`src/rtl/register_pkg.sv`:
```
// Shared constants and the parity helper for the register block.
package register_pkg;

    localparam int REG_DEFAULT_W = 8;

    // Even parity of a value zero-extended to 64 bits.
    function automatic logic parity_even(input logic [63:0] data);
        return ^data;
    endfunction

endpackage

```
`src/rtl/register_parity.sv`:
```
// Registered even parity of the next value of the data register.
module register_parity
    import register_pkg::*;
#(
    parameter int             N           = REG_DEFAULT_W,
    parameter logic [N-1:0]   RESET_VALUE = {N{1'b0}}
) (
    input  logic         clk,
    input  logic         rst_n,
    input  logic [N-1:0] data_nxt,
    output logic         par
);

    logic [63:0] reset_ext_s;
    logic [63:0] data_ext_s;

    assign reset_ext_s = 64'(RESET_VALUE);
    assign data_ext_s  = 64'(data_nxt);

    // Parity tracks the same edge as the data flops it describes.
    always_ff @(posedge clk) begin
        if (!rst_n) begin
            par <= parity_even(reset_ext_s);
        end else begin
            par <= parity_even(data_ext_s);
        end
    end

endmodule

```
`src/rtl/register.sv`:
```
// Loadable N-bit register with clear and a load-seen flag.
// Optional registered parity output enabled by macro REGISTER_PARITY_EN.
module register
    import register_pkg::*;
#(
    parameter int             N           = REG_DEFAULT_W,
    parameter logic [N-1:0]   RESET_VALUE = {N{1'b0}}
) (
    input  logic         clk,
    input  logic         rst_n,
    input  logic         ld,
    input  logic         clr,
    input  logic [N-1:0] in,
    output logic [N-1:0] out,
`ifdef REGISTER_PARITY_EN
    output logic         par,
`endif
    output logic         vld
);

    logic [N-1:0] data_nxt_s;
    logic         vld_nxt_s;

    // Clear beats load; otherwise hold.
    always_comb begin
        data_nxt_s = out;
        vld_nxt_s  = vld;
        if (clr) begin
            data_nxt_s = {N{1'b0}};
            vld_nxt_s  = 1'b0;
        end else if (ld) begin
            data_nxt_s = in;
            vld_nxt_s  = 1'b1;
        end else begin
            data_nxt_s = out;
            vld_nxt_s  = vld;
        end
    end

    // Data and flag flops; reset overrides clear and load.
    always_ff @(posedge clk) begin
        if (!rst_n) begin
            out <= RESET_VALUE;
            vld <= 1'b0;
        end else begin
            out <= data_nxt_s;
            vld <= vld_nxt_s;
        end
    end

`ifdef REGISTER_PARITY_EN
    register_parity #(
        .N           (N),
        .RESET_VALUE (RESET_VALUE)
    ) u_parity (
        .clk      (clk),
        .rst_n    (rst_n),
        .data_nxt (data_nxt_s),
        .par      (par)
    );
`endif

endmodule

```
`config.mk`:
```
export PLATFORM = sky130hd
export DESIGN_NAME = register
export DESIGN_NICKNAME = d
export VERILOG_FILES = /design/src/rtl/register_pkg.sv /design/src/rtl/register_parity.sv /design/src/rtl/register.sv
export SDC_FILE = /design/constraint.sdc
export NUM_CORES = 1
export LEC_CHECK = 0
export CORE_AREA = 4 4 41 43
export CTS_CLUSTER_SIZE = 14
export DETAILED_ROUTE_END_ITERATION = 8
export DIE_AREA = 0 0 45 47
export PLACE_DENSITY = 0.56
export SLEW_MARGIN = 20
export SYNTH_ARGS = -nofsm -noshare
export SYNTH_HDL_FRONTEND = slang
export SYNTH_HIERARCHICAL = 1
export SYNTH_SLANG_ARGS = --single-unit
```
`constraint.sdc`:
```
create_clock -name clk -period 1.2 [get_ports clk]
set_input_delay 0.24 -clock clk [delete_from_list [all_inputs] [get_ports clk]]
set_output_delay 0.24 -clock clk [all_outputs]
set_load 0.05 [all_outputs]
```
# == Yosys cells after proc, flatten, opt, wreduce, memory -nomap -nowiden ==
# Index checks and enable logic that the tools add are counted.
# totals
ff_bits,9
latch_bits,0
ramBits,0
rom_bits,0
inputBits,12
out_inout_bits,9
word_cells,4
n_memories,0
# op_classes
add_sub_neg,0
multipliers,0
n_div,0
order_cmp,0
eq_ne,0
shifts,0
n_mux,0
bitwise,1
reduce_logical,1
# op_table
op,n
2-bit OR reduction,1
1-bit inverter,1

# == Logic depth before layout (Yosys ltp) ==
# logic_depth
ltp_word,2
mapped_depth,3
mapped_depth_nobuf,2

# == Worst setup path after synthesis ==
# No wires, ideal clock.
# synth_path
kind,reg-to-reg
startpoint,reg out[0] (netlist name)
endpoint,reg out[0]
setup_ns,0.065
arrival_ns,0.817
required_time_ns,1.135
slack_ns,0.318
stages_incl_launch_ff,3
n_path_buf,0
synth_period_minus_slack_ns,0.882
path_cell_list,dfxtp_1 -> mux2i_1 -> nor2_1
# synth_rtl
element,line_no,source
end signal: assignment,register.sv:46,out <= data_nxt_s;
end: declaration,register.sv:14,"output logic [N-1:0] out,"

# == Worst setup path after layout ==
# layout_path
startpoint,reg out[4]
endpoint,out out[4]
# No word-level cell between the ends.

==> impl_metrics.py <==
metrics = {
    "finish": {
        "diodes": 0,
        "layout.nets": 68,
        "area_delta_synth_final_pct": 107,
        "drive_above_1_share": 0.273,
        "instances_no_fill": 70,
        "finalInstanceArea_sq_um": 662,
        "fin_util": 0.509,
    },
    "detailed_routing": {
        "drt-initial-drc-count": 2,
        "vias": 283,
        "vias_per_cell": 4.04,
        "routedWlPerCell_um": 11.0,
        "routed_wl_um": 773,
        "antenna_left": 0,
        "dr.pass1.iters": 2,
        "drcViolationCount": 0,
    },
    "global_routing": {
        "antenna_found_initial": 0,
        "grt-ovfl-total": 0,
        "grt_pass1_vias": 271,
        "grt_pass1_wl_mm": 1.21,
        "grt_max_degree": 10,
        "track_usage": 0.0888,
    },
    "clocking": {
        "postCtsSetupBuffers": 0,
        "clock_sinks": 9,
        "clk_pin_slew_ps": 60,
        "clockBufferDepth": 2,
        "cts_resized": 0,
        "htreeDepth": 1,
        "holdBufCountCts": 0,
        "clk_latency_ps": 250,
        "cts_buffers": 3,
        "clock-root-buffer": "clkbuf_4",
        "tritoncts": "yes",
    },
    "power": {
        "power_mw": 0.700,
        "pwr_density_cell_mw_per_mm2": 1060,
        "ir_worst_vdd_mv": 0.657,
        "power_leakage_nw": 0.283,
    },
    "worst_setup_path": {
        "critPathMaxStageDelay_ps": 390,
        "arrival_ps": 800,
        "crit_type": "flip-flop to output port",
        "path_cells": "buf_12",
        "r2r_slack_ps": 580,
        "crit_path_max_fanout": 2,
        "crit_buf_inv": 1,
        "start_kind": "flip-flop",
        "end_kind": "output port",
        "required_ps": 960,
        "worstRegToRegCells": 2,
        "crit_family": "flip-flops",
        "slowest_stage": "dfxtp_1",
        "reg2reg_from": "out[5]$_SDFFE_PP0P_",
        "rr_endpoint": "out[5]$_SDFFE_PP0P_",
    },
    "floorplan": {
        "initial_core_util": 0.246,
        "core_sq_mm": 0.00130,
        "die_area_sq_mm": 0.00212,
        "fp.dieH_um": 47,
        "io_pins": 21,
        "fp-row-count": 13,
        "die_x_um": 45,
    },
    "job": {
        "maxCapViolCount": 0,
    },
    "placed_design": {
        "hpwl_um": 630,
        "dp_cells": 66,
        "place_area_sq_um": 636,
        "gp_congestion": 0.639,
        "port-buffer-count": 20,
        "dpl_worst_slack_ps": -25.4,
    },
    "sta": {
        "hold_slack_ps": 519,
        "setup_viol": 0,
        "hold_viol": 0,
        "maxSlewViolCount": 0,
        "fmax_ghz": 0.964,
        "tightest_slew_ps": 123,
        "rsz0062_at_grt": "false",
        "setup_ws_ps": 163,
        "maxSlewHeadroom": 0.916,
        "finalCriticalPeriod_ps": 1040,
        "skew_ps": 0,
        "finalSetupTns_ps": 0,
        "layout_worst_path_cycle_share": 0.864,
    },
    "min_path": {
        "hold-path-endpoint": "vld$_SDFFE_PP0P_",
        "holdPathStages": 2,
        "hp-class": "flip-flop to flip-flop",
        "worstHoldStart": "vld$_SDFFE_PP0P_",
    },
    "yosys": {
        "netlist_instances": 30,
        "ys_warn_count": 6,
        "ys_seq_area_frac": 0.563,
        "synthDistinctLibCells": 6,
        "synth_nets": 42,
        "synth.avg_cell_area_sq_um": 10.7,
        "ys_seq_elements": 9,
        "synth_area_sq_um": 320,
    },
    "run_status": {
        "status": "finished, final reports clean",
    },
}
-- per-layer routing --
layer  global-route usage  routed length (um)
met1               0.0943                 293
met2                0.124                 425
met3               0.0690                  50
met4               0.0526                   4
met5                    0                   0
-- worst max path at each step --
stage,start,endpoint,depth (start not counted)
after CTS,out[3]$_SDFFE_PP0P_,out[3],1
final,out[4]$_SDFFE_PP0P_,out[4],1
after detailed placement,ld,out[5]$_SDFFE_PP0P_,4
after floorplan,out[0]$_SDFFE_PP0P_,out[0]$_SDFFE_PP0P_,2
after global routing,vld$_SDFFE_PP0P_,vld,1
after global placement,ld,out[5]$_SDFFE_PP0P_,4
-- state kept, by name, indices dropped and copies added, names as in the netlist --
| name | count |
|---|---|
| out | 8 |
| vld | 1 |
-- cells in the mapped netlist --
cell / number / area [sq um]
nand2b_1: 1 / 6.26
buf_2: 1 / 5.00
nor2_1: 10 / 37.5
buf_6: 1 / 11.3
dfxtp_1: 9 / 180
mux2i_1: 8 / 80.1
-- final cells by class --
class | count | area [sq um]
fill | 125 | 639
tap | 15 | 18.8
timing repair buffer | 23 | 313
sequential | 9 | 180
clock buffer | 4 | 26.3
multi-input combinational | 19 | 124
-- placed cells by master, fill, tap and decap left out, drive strengths merged --
| master | instances |
|---|---|
| mux2i | 8 |
| nor2 | 10 |
| clkdlybuf4s50 | 11 |
| clkbuf | 4 |
| dfxtp | 9 |
| nand2b | 1 |
| buf | 12 |
-- power by group --
group / total, mW / leakage [nW] / switching [mW] / internal, mW
combinational: 0.153 / 0.195 / 0.0630 / 0.0896
sequential: 0.320 / 0.0734 / 0.0111 / 0.309
clock: 0.227 / 0.0150 / 0.0994 / 0.128
total: 0.700 / 0.283 / 0.173 / 0.527
-- kinds of logic after synthesis --
family                 after synthesis  synth area share
DFF                                  9             0.562
and+or+nand+nor                     11             0.137
muxes                                8             0.250
buffers and inverters                2            0.0508
No activity file was read; power rests on OpenSTA's default activity.
